`config.mk`:
```
export PLATFORM = sky130hd
export DESIGN_NAME = uart_rx_fsm
export DESIGN_NICKNAME = d
export VERILOG_FILES = /design/src/rtl/uart_rx_fsm.sv
export SDC_FILE = /design/constraint.sdc
export NUM_CORES = 1
export LEC_CHECK = 0
export CAP_MARGIN = 20
export CORE_UTILIZATION = 49
export CTS_CLUSTER_DIAMETER = 60
export DETAILED_ROUTE_END_ITERATION = 8
export PLACE_DENSITY = 0.75
export SYNTH_ARGS = -nofsm -noshare
export SYNTH_HDL_FRONTEND = slang
export SYNTH_SLANG_ARGS = --single-unit
export TNS_END_PERCENT = 50
```
`constraint.sdc`:
```
create_clock -name CLK -period 1.6 [get_ports CLK]
set_input_delay 0.32 -clock CLK [delete_from_list [all_inputs] [get_ports CLK]]
set_output_delay 0.32 -clock CLK [all_outputs]
set_load 0.01 [all_outputs]
```
`src/rtl/uart_rx_fsm.sv`:
```
// uart_rx_fsm: oversampling UART receiver. It detects the start bit, shifts in
// DATA_W data bits LSB-first, then an optional parity bit and one stop bit.
// The received word is presented with a one-cycle DATA_VALID strobe. Parity
// and framing errors are reported as one-cycle strobes.
//
// Build option: define UART_RX_MAJ_VOTE_EN to take each bit value as the
// majority of three consecutive samples around mid-bit. The decision point
// and the completion strobes then move one cycle later. Without the macro,
// each bit is a single sample at edge_cnt == OVS/2-1.
//
// state  | meaning
// -------+-----------------------------------------------------------------
// IDLE   | line idle, waiting for a falling edge; counters held at zero
// START  | inside the start bit; a high mid-bit sample means a glitch
// DATA   | shifting in DATA_W data bits, LSB first
// PARITY | checking the parity bit against the received data
// STOP   | sampling the stop bit; leaves at mid-bit to catch the next start
module uart_rx_fsm #(
  parameter int DATA_W = 8,
  parameter int OVS    = 8
) (
  input  logic              CLK,
  input  logic              RST,
  input  logic              RX_IN,
  input  logic              PAR_EN,
  input  logic              PAR_TYP,
  output logic [DATA_W-1:0] P_DATA,
  output logic              DATA_VALID,
  output logic              PAR_ERR,
  output logic              STP_ERR,
  output logic              BUSY
);

  localparam int EC_W = $clog2(OVS);
  localparam int BC_W = $clog2(DATA_W + 1);

  localparam logic [EC_W-1:0] LAST_EC  = EC_W'(OVS - 1);
  localparam logic [BC_W-1:0] LAST_BIT = BC_W'(DATA_W - 1);

`ifdef UART_RX_MAJ_VOTE_EN
  // With voting, the third sample arrives at OVS/2. The bit is decided there.
  localparam logic [EC_W-1:0] SAMPLE_EC = EC_W'(OVS / 2);
`else
  localparam logic [EC_W-1:0] SAMPLE_EC = EC_W'(OVS / 2 - 1);
`endif

  typedef enum logic [2:0] {
    IDLE   = 3'd0,
    START  = 3'd1,
    DATA   = 3'd2,
    PARITY = 3'd3,
    STOP   = 3'd4
  } state_t;

  state_t state;
  state_t next_state;

  logic [EC_W-1:0]   edge_cnt;
  logic [BC_W-1:0]   bit_cnt;
  logic [DATA_W-1:0] shift;
  logic              par_en_q;
  logic              par_typ_q;
  logic              par_bad;

  logic sample_pt;
  logic wrap;
  logic last_bit;
  logic bit_val;
  logic exp_par;

  assign sample_pt = (edge_cnt == SAMPLE_EC);
  assign wrap      = (edge_cnt == LAST_EC);
  assign last_bit  = (bit_cnt == LAST_BIT);
  assign exp_par   = (^shift) ^ par_typ_q;

`ifdef UART_RX_MAJ_VOTE_EN
  // hist[1] holds the sample from two cycles ago and hist[0] the sample from
  // the previous cycle. Together with the live input they form the 3-sample vote.
  logic [1:0] hist;

  // Sample history for the majority vote
  always_ff @(posedge CLK) begin
    if (RST) begin
      hist <= 2'b11;
    end else begin
      hist <= {hist[0], RX_IN};
    end
  end

  assign bit_val = (hist[1] & hist[0]) | (hist[1] & RX_IN) | (hist[0] & RX_IN);
`else
  assign bit_val = RX_IN;
`endif

  // State register
  always_ff @(posedge CLK) begin
    if (RST) begin
      state <= IDLE;
    end else begin
      state <= next_state;
    end
  end

  // Next-state decode
  always_comb begin
    next_state = state;
    case (state)
      IDLE: begin
        if (!RX_IN) begin
          next_state = START;
        end
      end
      START: begin
        if (sample_pt && bit_val) begin
          next_state = IDLE;
        end else if (wrap) begin
          next_state = DATA;
        end
      end
      DATA: begin
        if (wrap && last_bit) begin
          next_state = par_en_q ? PARITY : STOP;
        end
      end
      PARITY: begin
        if (wrap) begin
          next_state = STOP;
        end
      end
      STOP: begin
        // Returning at mid-stop-bit leaves half a bit to see the next start edge.
        if (sample_pt) begin
          next_state = IDLE;
        end
      end
      default: begin
        next_state = IDLE;
      end
    endcase
  end

  // Bit timing counters, frame config latch, shift register and parity check
  always_ff @(posedge CLK) begin
    if (RST) begin
      edge_cnt  <= '0;
      bit_cnt   <= '0;
      shift     <= '0;
      par_en_q  <= 1'b0;
      par_typ_q <= 1'b0;
      par_bad   <= 1'b0;
    end else begin
      case (state)
        IDLE: begin
          edge_cnt <= '0;
          bit_cnt  <= '0;
          // Freeze the parity settings for the whole frame at the start edge.
          if (!RX_IN) begin
            par_en_q  <= PAR_EN;
            par_typ_q <= PAR_TYP;
            par_bad   <= 1'b0;
          end
        end
        START: begin
          edge_cnt <= wrap ? '0 : edge_cnt + EC_W'(1);
          bit_cnt  <= '0;
        end
        DATA: begin
          edge_cnt <= wrap ? '0 : edge_cnt + EC_W'(1);
          if (wrap) begin
            bit_cnt <= bit_cnt + BC_W'(1);
          end
          if (sample_pt) begin
            shift <= {bit_val, shift[DATA_W-1:1]};
          end
        end
        PARITY: begin
          edge_cnt <= wrap ? '0 : edge_cnt + EC_W'(1);
          if (sample_pt) begin
            par_bad <= (bit_val != exp_par);
          end
        end
        STOP: begin
          edge_cnt <= wrap ? '0 : edge_cnt + EC_W'(1);
        end
        default: begin
          edge_cnt <= '0;
          bit_cnt  <= '0;
        end
      endcase
    end
  end

  // Frame completion: update the word or flag errors, one cycle after the stop sample
  always_ff @(posedge CLK) begin
    if (RST) begin
      P_DATA     <= '0;
      DATA_VALID <= 1'b0;
      PAR_ERR    <= 1'b0;
      STP_ERR    <= 1'b0;
    end else begin
      DATA_VALID <= 1'b0;
      PAR_ERR    <= 1'b0;
      STP_ERR    <= 1'b0;
      if (state == STOP && sample_pt) begin
        if (bit_val && !par_bad) begin
          P_DATA     <= shift;
          DATA_VALID <= 1'b1;
        end
        PAR_ERR <= par_bad;
        STP_ERR <= !bit_val;
      end
    end
  end

  assign BUSY = (state != IDLE);

endmodule

```
Word-level counts from Yosys, hierarchy flattened. Cells that the tools add are included.

Muxes and demuxes: 14. Bitwise operators: 5. Add/sub/neg operators: 2. Reduce and logical (&&, ||, !) cells: 20. Eq/ne operators: 15.

Operators by type and width (count): 2-to-1 mux 3 bit (7); case mux 3 bit (5 select lines) (1); != test 2 bit, second input constant (6); == test 3 x 2 -> 1 bit, second input constant (3); case mux 4 bit (2 select lines) (1); AND reduction 2 bit (4); XOR reduction 8 bit (1); == test 3 bit, second input constant (2); AND reduction 5 bit (1); adder 4 x 1 -> 4 bit, second input constant (1); == test 4 x 3 -> 1 bit, second input constant (1); logical AND 1 bit (4); 2-to-1 mux 4 bit (1); inverter 1 bit (4); OR reduction 2 bit (2); OR reduction 4 bit (1); adder 3 x 1 -> 3 bit, second input constant (1); == test 3 x 1 -> 1 bit, second input constant (1); zero test 3 bit (1); 2-to-1 mux 1 bit (3); != test 3 bit, second input constant (1); AND reduction 3 bit (1); nonzero test 3 bit (1); OR reduction 3 bit (1); other kinds (5) (6).

Bits in registers: 32.

Logic depth before layout (Yosys ltp).
Depth in word-level cells: 5. Mapped depth: 7.

Worst setup path before layout. OpenSTA, ideal clock, no wires.

Path type: register -> register. From: register state[2]. To: register P_DATA[0]. Path buffers: 2. Stages on the path, launching flop included: 7. Setup slack: -82 ps. Arrival: 1554 ps. Data required time: 1472 ps. Cell sequence: dfxtp_1 buf_4 or3b_1 buf_6 nor3_4 mux2i_1 nor2_1.

Word-level cells in the longest chain between the ends: 3.

RTL lines: start: declaration (RTL line 55) `state_t state;`; start signal: assignment (RTL line 100) `state <= next_state;`; == test 3 bit (RTL line 204) `if (state == STOP && sample_pt) begin`; logical AND 1 bit (RTL line 204); AND reduction 2 bit (no line); end signal: assignment (RTL line 206) `P_DATA <= shift;`; end: declaration (RTL line 27) `output logic [DATA_W-1:0] P_DATA,`.

No other way between the ends. A chain may end at the register's enable or synchronous reset.

Worst setup path in the final report.
From: register P_DATA[3]. To: output port P_DATA[3].

No word-level cell between the ends.

==> metrics.cfg <==
[die]
start_util = 0.524
die_area_mm2 = 0.00320
ios = 17
die_w_um = 56.5
dieHeight_um = 56.5
fp-row-count = 19
core_area_mm2 = 0.00278

[setup_path]
rrSetupSlack_ns = 0.08
timing.rr.start = edge_cnt[0]$_SDFF_PP0_
crit_path_max_fanout = 2
endpoint_kind = primary output
max_stage_delay_ns = 0.54
reg2regPathDepth = 6
worstPathArrival_ns = 1.22
worst-path-buf-inv = 1
path_delay_family = buffers and inverters
reg2reg_to = bit_cnt[1]$_SDFFE_PP0P_
path_cells = clkdlybuf4s50_1
critPathLaunchType = register
crit_required_ns = 1.28
slowest_stage = clkdlybuf4s50_1
criticalPathCategory = reg -> out

[synth]
synthCells = 154
ys_types = 44
synth_edf_count = 0
syn-num-nets = 163
synth_ff_type = dfxtp_1
seq_area_frac_synth = 0.439
synth_area_mm2 = 0.00146
synth_seq_cells = 32
synth_warnings = 0
syn_avg_cell_area_um2 = 9.47
async_reset_ff_frac = 0

[job]
cap_viol_max_count = 0

[cells_and_area]
seq_area_um2 = 644
num_antenna_cells = 0
drive_gt1_frac = 0.200
layout.nets = 189
fill_cells = 226
multiInputGateArea_um2 = 815
area_delta_synth_final_pct = 27.0

[drt]
drt_pass1_iterations = 6
ant_nets = 0
post_drt_wl_per_cell_um = 14.2
vias = 1168
vias_per_cell = 5.54
finalWirelength_um = 2990
drcViolationCount = 0
initialDrtViolationCount = 48

[timing]
tightest_slew_ns = 0.309
whs_ns = 0.446
max_freq_mhz = 649
min_period_ns = 1.54
setup_viol = 0
finClkSkew_ns = 0.0122
fin_crit_sh = 0.963
maxSlewViolCount = 0
hold_viol = 0
slew_headroom = 0.792

[place]
dp_hpwl_um = 1960
place_congestion = 0.905
io_buffers = 16

[global_routing]
track_usage = 0.209
grt_overflow = 0
grt_max_degree = 32
antenna_found_initial = 0
grt_pass1_vias = 1125
grt_pass1_wl_um = 5040

[clocking]
postCtsHoldBufs = 0
cts-root-buf = clkbuf_4
clock_path_buffers = 2
cts_sinks = 32
cts_tree = built
clkLatencyLatePin_ns = 0.34
htreeDepth = 2
clk_pin_slew_ns = 0.09
cts_buffers = 5

[status]
status = finished, final reports clean

[worst_hold_path]
hp-class = reg -> reg
hold_start = edge_cnt[0]$_SDFF_PP0_
min_to = edge_cnt[0]$_SDFF_PP0_
hold_depth = 1

[power]
power.share.sequential = 0.449
p_leak_nw = 0.694
p_int_mw = 1.32
power_density_mw_per_mm2 = 1090
power_frac_clock = 0.211
p_sw_uw = 700
power_frac_comb = 0.340
p_sw_frac = 0.347
ir_worst_vdd_mv = 1.03
finalPower_mw = 2.02

## cells by family after synthesis
kind of cell,share of synthesized area
adder cells (fa/ha/maj),0.0343
AO/OA/AOI/OAI,0.0910
buffers and inverters,0.0498
flip-flops,0.439
AND/OR/NAND/NOR,0.203
multiplexers,0.131
XOR/XNOR,0.0515
## per-layer routing
metal / share of wire / track usage / vias up / routed length [µm]
met1: 0.46 / 0.254 / 548 / 1380
li1: - / - / 586 / -
met3: 0.061 / 0.0829 / 6 / 181
met4: 0.018 / 0.0976 / 0 / 55
met5: 0 / 0 / - / 0
met2: 0.46 / 0.323 / 28 / 1370
## sequential cells by signal, summed over array words and instances, names as in the netlist
| register | flops |
|---|---|
| par_bad | 1 |
| edge_cnt | 3 |
| P_DATA | 8 |
| STP_ERR | 1 |
| DATA_VALID | 1 |
| shift | 8 |
| state | 3 |
| PAR_ERR | 1 |
| par_typ_q | 1 |
| bit_cnt | 4 |
| par_en_q | 1 |
## synth_stat cells (all sizes together), types with 2 or more instances
cell	count	area (µm²)
o21ai	6	30.0
ha	4	50.1
nand3	2	10.0
nor2b	2	12.5
a21oi	4	20.0
nand2	6	22.5
clkbuf	6	22.5
nor2	25	93.8
xnor2	6	52.6
nor3b	2	15.0
nand3b	2	15.0
dfxtp	32	641
o2111ai	2	17.5
mux2i	18	180
buf	4	27.5
inv	6	22.5
nand2b	2	12.5
nor3	5	36.3
## power by group through the flow
stage	sequential (mW)	clock [mW]	combinational, mW
after detailed placement	0.910	0	0.642
after global routing	0.917	0.489	0.743
after CTS	0.892	0.437	0.640
after global placement	0.906	0	0.629
final	0.905	0.426	0.686
after floorplan	0.907	0	0.432
## cell usage in the layout (no fill, tap or decap), types with 2 or more instances in the layout
cell and n:
dfxtp_1 29, inv_1 5, a21oi_1 3, nand2_1 6, o21ai_0 2, dlymetal6s2s_1 3
nor2_1 25, nand3b_1 2, ha_4 2, dfxtp_2 3, mux2i_1 17, o21ai_1 3
clkbuf_4 5, buf_4 11, nor3_1 4, nor3b_1 2, nand3_1 2, clkdlybuf4s50_1 12
xnor2_1 6, buf_12 2, o2111ai_1 2
## worst max path at each step
stage                           startpoint                 endpoint  slack [ns]  cells past startpoint
finish              P_DATA[3]$_SDFFE_PP0P_                P_DATA[3]        0.06                      1
global route        edge_cnt[0]$_SDFF_PP0_  bit_cnt[3]$_SDFFE_PP0P_      -0.001                      6
CTS                 edge_cnt[0]$_SDFF_PP0_  bit_cnt[1]$_SDFFE_PP0P_        0.02                      6
detailed placement                   RX_IN    state[1]$_SDFFE_PP0P_       -0.10                      6
global placement                     RX_IN    state[1]$_SDFFE_PP0P_       -0.04                      6
floorplan            state[2]$_SDFFE_PP0P_   P_DATA[0]$_SDFFE_PP0P_       -0.03                      6
## per-stage QoR
step | worst slack (ns) | cell area, µm² | TNS (ns) | util | instances
after global routing | -0.00118 | 1850 | -0.00175 | 0.666 | 211
after detailed placement | -0.103 | 1730 | -0.615 | 0.622 | 204
after floorplan | -0.0257 | 1460 | -0.206 | - | 154
after CTS | 0.0162 | 1790 | 0 | 0.642 | 211
final | 0.0590 | 1850 | 0 | 0.666 | 211
after global placement | -0.0383 | 1730 | -0.142 | 0.622 | 204
## area by class of cell
type,count,share of cell area
clock inverters,1,0.00270
clock buffers,6,0.0223
well taps,31,0.0209
repair buffers,29,0.154
inverters,6,0.0122
multi-input cells,106,0.440
flip-flops and latches,32,0.348
## timing repair
action / CTS / global route
setup buffers: 0 / 0
endpoints found under the setup margin: 5 / 25
endpoints found under the hold margin: 0 / 0
resized for setup: 8 / 16
pin swaps: 0 / 1
No activity file was read; power rests on OpenSTA's default activity.
